**config.mk**
```make
export PLATFORM = sky130hd
export DESIGN_NAME = inst_fetch_unit_flat
export DESIGN_NICKNAME = d
export VERILOG_FILES = /design/src/rtl/inst_fetch_unit_if.sv /design/src/rtl/inst_fetch_unit.sv /design/src/flat_wrapper.sv
export SDC_FILE = /design/constraint.sdc
export NUM_CORES = 1
export LEC_CHECK = 0
export ABC_CLOCK_PERIOD_IN_PS = 6100
export CORE_ASPECT_RATIO = 1.4
export CORE_UTILIZATION = 39
export DETAILED_ROUTE_END_ITERATION = 10
export GPL_TIMING_DRIVEN = 0
export PLACE_DENSITY = 0.74
export REMOVE_ABC_BUFFERS = 1
export SLEW_MARGIN = 40
export SYNTH_ARGS = -nofsm -noshare
export SYNTH_HDL_FRONTEND = slang
export SYNTH_SLANG_ARGS = --single-unit
```
**constraint.sdc**
```tcl
create_clock -name clk -period 6.1 [get_ports clk]
set_clock_uncertainty 0.15 [all_clocks]
set_input_delay 1.22 -clock clk [delete_from_list [all_inputs] [get_ports clk]]
set_output_delay 1.22 -clock clk [all_outputs]
set_load 0.02 [all_outputs]
```
**src/rtl/inst_fetch_unit_if.sv**
```systemverilog
// Bundled instruction-SRAM request/response bus and fetch-buffer push port
// of the fetch unit. "master" is the fetch unit, "slave" is the environment.
interface inst_fetch_unit_if;
  logic        inst_sram_req;
  logic [31:0] inst_sram_addr;
  logic        inst_sram_addr_ok;
  logic        inst_sram_data_ok;
  logic [31:0] inst_sram_rdata;
  logic [63:0] bus_o;
  logic        excp_o;
  logic [3:0]  excp_num_o;
  logic        out_valid;
  logic        out_ready;

  modport master (
    output inst_sram_req, inst_sram_addr, bus_o, excp_o, excp_num_o, out_valid,
    input  inst_sram_addr_ok, inst_sram_data_ok, inst_sram_rdata, out_ready
  );

  modport slave (
    input  inst_sram_req, inst_sram_addr, bus_o, excp_o, excp_num_o, out_valid,
    output inst_sram_addr_ok, inst_sram_data_ok, inst_sram_rdata, out_ready
  );
endinterface

```
**src/rtl/inst_fetch_unit.sv**
```systemverilog
// Sequential-PC fetch producer: issues split-handshake SRAM requests, pairs
// responses with their PCs and hands {pc, inst} bundles to the fetch buffer.
module inst_fetch_unit #(
  parameter logic [31:0] RESET_PC  = 32'h1c00_0000,
  parameter logic [3:0]  ADEF_CODE = 4'h1
) (
  input  logic              clk,
  input  logic              reset,
  input  logic              flush,
  input  logic [31:0]       redirect_pc,
  input  logic              excp_flush,
  input  logic [31:0]       excp_entry,
  input  logic              ertn_flush,
  input  logic [31:0]       era,
  inst_fetch_unit_if.master fif
);

  typedef enum logic {RUN, HALT} state_t;

  typedef struct packed {
    logic [31:0] pc;
    logic [31:0] inst;
    logic        excp;
    logic [3:0]  num;
  } entry_t;

  state_t      state;
  logic [31:0] pc;
  logic [31:0] ifq [2];
  entry_t      skid [2];
  logic [1:0]  pend_cnt;
  logic [1:0]  disc_cnt;
  logic [1:0]  skid_cnt;

  logic        any_flush;
  logic [31:0] target;
  logic        credit;
  logic        can_issue;
  logic        req;
  logic        hs;
  logic        adef;
  logic        drop;
  logic        accept;
  logic        out_valid;
  logic        pop;
  logic        push;
  logic        ifq_wr;
  logic        skid_wr;
  entry_t      push_entry;

  // NOTE: every always_comb output gets a default up front so no path can
  // leave a signal unassigned and infer a latch.
  always_comb begin
    any_flush  = flush | excp_flush | ertn_flush;
    target     = excp_flush ? excp_entry : (ertn_flush ? era : redirect_pc);
    credit     = ({1'b0, pend_cnt} + {1'b0, skid_cnt}) < 3'd2;
    can_issue  = ~reset & (state == RUN) & credit & (disc_cnt == 2'd0) & ~any_flush;
    req        = can_issue & (pc[1:0] == 2'b00);
    adef       = can_issue & (pc[1:0] != 2'b00);
    hs         = req & fif.inst_sram_addr_ok;
    drop       = fif.inst_sram_data_ok & (disc_cnt != 2'd0);
    // A beat with nothing pending is a protocol error and falls through here.
    accept     = fif.inst_sram_data_ok & (disc_cnt == 2'd0) & (pend_cnt != 2'd0);
    out_valid  = ~reset & (skid_cnt != 2'd0);
    pop        = out_valid & fif.out_ready;
    // A misaligned PC only exists right after a redirect, when nothing is
    // pending, so accept and adef never coincide.
    push       = accept | adef;
    ifq_wr     = pend_cnt[0] & ~accept;
    skid_wr    = skid_cnt[0] & ~pop;
    push_entry = adef ? '{pc: pc, inst: 32'h0, excp: 1'b1, num: ADEF_CODE}
                      : '{pc: ifq[0], inst: fif.inst_sram_rdata, excp: 1'b0, num: 4'h0};
  end

  // NOTE: sequential state uses non-blocking assignments only, so every
  // register sees the pre-edge values of its neighbours.
  always_ff @(posedge clk) begin
    if (reset) begin
      pc       <= RESET_PC;
      pend_cnt <= 2'd0;
      disc_cnt <= 2'd0;
      skid_cnt <= 2'd0;
      state    <= RUN;
    end else if (any_flush) begin
      pc       <= target;
      pend_cnt <= 2'd0;
      // Everything still owed by the bus becomes a beat to throw away.
      disc_cnt <= disc_cnt - 2'(drop) + pend_cnt + 2'(hs) - 2'(accept);
      skid_cnt <= 2'd0;
      state    <= RUN;
    end else begin
      if (hs) pc <= pc + 32'd4;
      pend_cnt <= pend_cnt + 2'(hs) - 2'(accept);
      disc_cnt <= disc_cnt - 2'(drop);
      skid_cnt <= skid_cnt + 2'(push) - 2'(pop);
      if (adef) state <= HALT;
    end
  end

  // NOTE: queue payloads carry no reset; the occupancy counters above are
  // the only record of which slots hold live data.
  always_ff @(posedge clk) begin
    if (accept) ifq[0] <= ifq[1];
    if (hs)     ifq[ifq_wr] <= pc;
    if (pop)    skid[0] <= skid[1];
    if (push)   skid[skid_wr] <= push_entry;
  end

  assign fif.inst_sram_req  = req;
  assign fif.inst_sram_addr = pc;
  assign fif.out_valid      = out_valid;
  assign fif.bus_o          = {skid[0].pc, skid[0].inst};
  assign fif.excp_o         = out_valid & skid[0].excp;
  assign fif.excp_num_o     = (out_valid & skid[0].excp) ? skid[0].num : 4'h0;

endmodule

```
**src/flat_wrapper.sv**
```systemverilog
// flat-port wrapper written by rule: the top's interface ports become plain ports
module inst_fetch_unit_flat 
#(
  parameter logic [31:0] RESET_PC  = 32'h1c00_0000,
  parameter logic [3:0]  ADEF_CODE = 4'h1
)
  (clk, reset, flush, redirect_pc, excp_flush, excp_entry, ertn_flush, era, fif_inst_sram_req, fif_inst_sram_addr, fif_bus_o, fif_excp_o, fif_excp_num_o, fif_out_valid, fif_inst_sram_addr_ok, fif_inst_sram_data_ok, fif_inst_sram_rdata, fif_out_ready);
  inst_fetch_unit_if fif_i ();
  input  logic clk;
  input  logic reset;
  input  logic flush;
  input  logic [31:0] redirect_pc;
  input  logic excp_flush;
  input  logic [31:0] excp_entry;
  input  logic ertn_flush;
  input  logic [31:0] era;
  output wire logic [$bits(fif_i.inst_sram_req)-1:0] fif_inst_sram_req;
  output wire logic [$bits(fif_i.inst_sram_addr)-1:0] fif_inst_sram_addr;
  output wire logic [$bits(fif_i.bus_o)-1:0] fif_bus_o;
  output wire logic [$bits(fif_i.excp_o)-1:0] fif_excp_o;
  output wire logic [$bits(fif_i.excp_num_o)-1:0] fif_excp_num_o;
  output wire logic [$bits(fif_i.out_valid)-1:0] fif_out_valid;
  input wire logic [$bits(fif_i.inst_sram_addr_ok)-1:0] fif_inst_sram_addr_ok;
  input wire logic [$bits(fif_i.inst_sram_data_ok)-1:0] fif_inst_sram_data_ok;
  input wire logic [$bits(fif_i.inst_sram_rdata)-1:0] fif_inst_sram_rdata;
  input wire logic [$bits(fif_i.out_ready)-1:0] fif_out_ready;
  assign fif_inst_sram_req = fif_i.inst_sram_req;
  assign fif_inst_sram_addr = fif_i.inst_sram_addr;
  assign fif_bus_o = fif_i.bus_o;
  assign fif_excp_o = fif_i.excp_o;
  assign fif_excp_num_o = fif_i.excp_num_o;
  assign fif_out_valid = fif_i.out_valid;
  assign fif_i.inst_sram_addr_ok = fif_inst_sram_addr_ok;
  assign fif_i.inst_sram_data_ok = fif_inst_sram_data_ok;
  assign fif_i.inst_sram_rdata = fif_inst_sram_rdata;
  assign fif_i.out_ready = fif_out_ready;
  inst_fetch_unit #(.RESET_PC(RESET_PC), .ADEF_CODE(ADEF_CODE)) u_core (.clk(clk), .reset(reset), .flush(flush), .redirect_pc(redirect_pc), .excp_flush(excp_flush), .excp_entry(excp_entry), .ertn_flush(ertn_flush), .era(era), .fif(fif_i));
endmodule
```
==> flow_summary_export.csv <==
group,metric,value,unit
run_status,outcome,"complete, but fails checks",
run_status,violations,"design-rule violations",
clocking,htreeDepth,1,
floorplan,num_rows,73,
synthesis,ys.flop_type,"edfxtp_1",
worst_setup_path,required,4.73,ns
floorplan,ioPinCount,239,
sta,timing.final.crit_share,0.8197,
clocking,cts.clk_slew.worst_paths,0.06,ns
final_layout,nets,1240,
route,routed_wl,28570,um
synthesis,avgSynthCellArea,12.05,sq um
final_layout,syn_to_final_growth,28.35,%
sta,slew_headroom,0.4648,
clocking,cts_tree,"done",
sta,max_freq,200.0,MHz
clocking,cts_root_buf,"clkbuf_16",
grt,grt_pass1_wl,44120,um
floorplan,start_util,0.3947,
worst_setup_path,crit_path_frequent_cell,"clkdlybuf4s50_1",
final_layout,num-fill-cells,2485,
sta,setup_slack,1.100,ns
synthesis,yosysTopAreaCellShare,0.5213,
place,hpwl,20120,um
route,via_count,7748,
power_and_ir_drop,ir_drop,0.1981,mV
synthesis,synth_edf_count,194,
grt,met3_usage,0.02438,
clocking,post_cts_resize_count,0,
clocking,cts_hold_buf,0,
synthesis,synth.area.top_cells,"edfxtp_1, mux2_2, dfxtp_1",
synthesis,synth_cell_type_count,59,
synthesis,synth_largest_area_cell,"edfxtp_1",
final_layout,ff_latch_area,6606,sq um
sta,setup_viol,0,
sta,slew_viol_final,0,
route,drtPass1Iterations,7,
power_and_ir_drop,leakage,5.017,nW
synthesis,syn-instance-count,927,
route,drc,1,
place,dp_slack,0.8020,ns
worst_setup_path,crit_chain,"clkdlybuf4s50_1 > nor4_2 > buf_2 > nand3_1 > nor3_1 > clkdlybuf4s50_1",
worst_setup_path,r2r-start,"u_core.pend_cnt[0]$_SDFF_PP0_",
place,io_buffers,235,
clocking,clockBufferDepth,3,
clocking,cts.sinks,233,
clocking,post_cts.repair.setup_buffers,0,
worst_setup_path,cp_slowest_cell,"clkdlybuf4s50_1",
synthesis,seq_area_frac_synth,0.5912,
worst_setup_path,crit_arrival,3.63,ns
sta,period_needed,5.000,ns
grt,grt_busiest_layer,"met2",
worst_setup_path,startpoint,"flush",
floorplan,design.core.area,28310,sq um
sta,hold_violations,0,
final_layout,final_cells,1487,
run,maxCapViolations,0,
place,globalplace.congestion,0.8444,
sta,worst_pin_slew,0.7967,ns
route,viasPerCell,5.210,
route,drt_iter0_markers,477,
worst_setup_path,crit_path_end_kind,"primary output",
grt,antenna_found_initial,1,
final_layout,layout-drive-gt1-share,0.1521,
final_layout,multi_input_area,3799,sq um
grt,grt_pass1_vias,7672,
synthesis,yosysWarnings,0,
route,ant_nets,0,
synthesis,synth_seq_cells,233,
hold_path,hp-class,"reg2reg",
hold_path,min_from,"u_core.skid[1][46]$_DFFE_PP_",
grt,use_met1,0.2399,
grt,overflow,0,
clocking,numCtsBuffers,24,
floorplan,fp.dieH,202.3,um
clocking,clock_latency,0.52,ns
synthesis,synthesis.area,11170,sq um
power_and_ir_drop,fin_total_pwr,3.713,mW
sta,rsz0062_at_grt,"false",
floorplan,die_area,29340,sq um
worst_setup_path,startpoint_type,"input port",
worst_setup_path,crit_path_max_fanout,10,
place,placed_cells,1442,
grt,grt_start_max_net_pins,60,
synthesis,async_flop_share,0,
worst_setup_path,crit_type,"in2out",
grt,grt_usage,0.1934,
worst_setup_path,critPathMaxStageDelay,0.66,ns
route,routedWlPerCell,19.21,um
grt,grt_util_met2,0.3386,
floorplan,die_w,145.1,um
power_and_ir_drop,power_density,258.9,nW/um^2
-- critical path: cells and delay by family --
kind / cells / cell delay [ns]
buffers and inverters: 3 / 1.52
AND/OR/NAND/NOR: 3 / 0.89
-- path summary, 6_finish.rpt --
path,to,slack (ns),cells past startpoint
max,fif_inst_sram_req,1.10,6
min,u_core.skid[0][46]$_DFFE_PP_,0.36,2
max reg2reg,u_core.skid[0][62]$_DFFE_PP_,1.92,8
min reg2reg,u_core.skid[0][46]$_DFFE_PP_,0.36,2
-- state kept, by name, indices dropped and copies added, names as in the netlist --
name / count
u_core.skid_cnt: 2
u_core.state: 1
u_core.fif.inst_sram_addr: 32
u_core.disc_cnt: 2
u_core.skid: 130
u_core.pend_cnt: 2
u_core.ifq: 64
-- through the flow --
| step | area [sq um] | hold WS, ns | setup TNS, ns | util |
|---|---|---|---|---|
| 6_report | 14340 | 0.3649 | 0 | 0.5065 |
| 5_1_grt | 14340 | 0.3832 | 0 | 0.5065 |
| 4_1_cts | 14340 | 0.3661 | 0 | 0.5064 |
| 3_5_place_dp | 13550 | 0.3526 | 0 | 0.4784 |
| 3_3_place_gp | 13250 | 0.3511 | -874.72 | 0.4680 |
| 2_1_floorplan | 10430 | 0.3288 | 0 | - |
-- cells in the mapped netlist, drive strengths merged (5+ instances only) --
master	instances
edfxtp	194
nand2	133
mux2	93
buf	85
and2	40
dfxtp	39
nor2	38
o21ai	37
clkbuf	29
a21oi	25
inv	22
nand3	15
o22ai	15
a211oi	14
nor3	13
nand4	12
a22oi	9
a31oi	9
ha	9
nor2b	9
xor2	8
and3	7
a31o	5
nand3b	5
xnor2	5
-- cell usage in the layout, fill, tap and decap left out, types with 15 or more instances in the layout --
master and count:
and2_1 39, dfxtp_1 39, inv_1 22, edfxtp_1 194, clkbuf_16 25, o21ai_0 35
nand3_1 15, a21oi_1 24, o22ai_1 15, mux2_2 82, clkdlybuf4s50_1 232, nand2_1 132
nor2_1 37
-- per-layer routing --
| metal | up-vias | part of all wire |
|---|---|---|
| met4 | 0 | 0.033 |
| met1 | 3746 | 0.41 |
| met2 | 284 | 0.50 |
| met3 | 51 | 0.054 |
| met5 | - | 0 |
| li1 | 3667 | - |
-- cells by family (layout without fill, tap and decap cells) --
| family | Yosys count | count (layout) | synth area share |
|---|---|---|---|
| XOR/XNOR | 13 | 13 | 0.01019 |
| AO/OA/AOI/OAI | 142 | 142 | 0.08331 |
| adder cells (fa/ha/maj) | 11 | 11 | 0.01366 |
| buffers and inverters | 137 | 319 | 0.07513 |
| AND/OR/NAND/NOR | 293 | 293 | 0.1255 |
| other | 1 | 4 | 0.0003356 |
| flip-flops | 233 | 233 | 0.5912 |
| multiplexers | 97 | 97 | 0.1007 |
-- area by class of cell --
cell class                      instances  share of cell area
Multi-Input combinational cell        559              0.2649
Inverter                               23            0.006019
Antenna cell                            1           0.0001745
Clock inverter                         16            0.009422
Sequential cell                       233              0.4606
Clock buffer                           28             0.04580
Tap cell                              375             0.03271
Timing Repair Buffer                  252              0.1804
-- report_power, final --
part | switching, mW | internal (mW)
logic | 0.227 | 0.209
registers | 0.0500 | 1.75
clock network | 0.618 | 0.857
total | 0.895 | 2.82
Power figures use the tool's default switching activity.
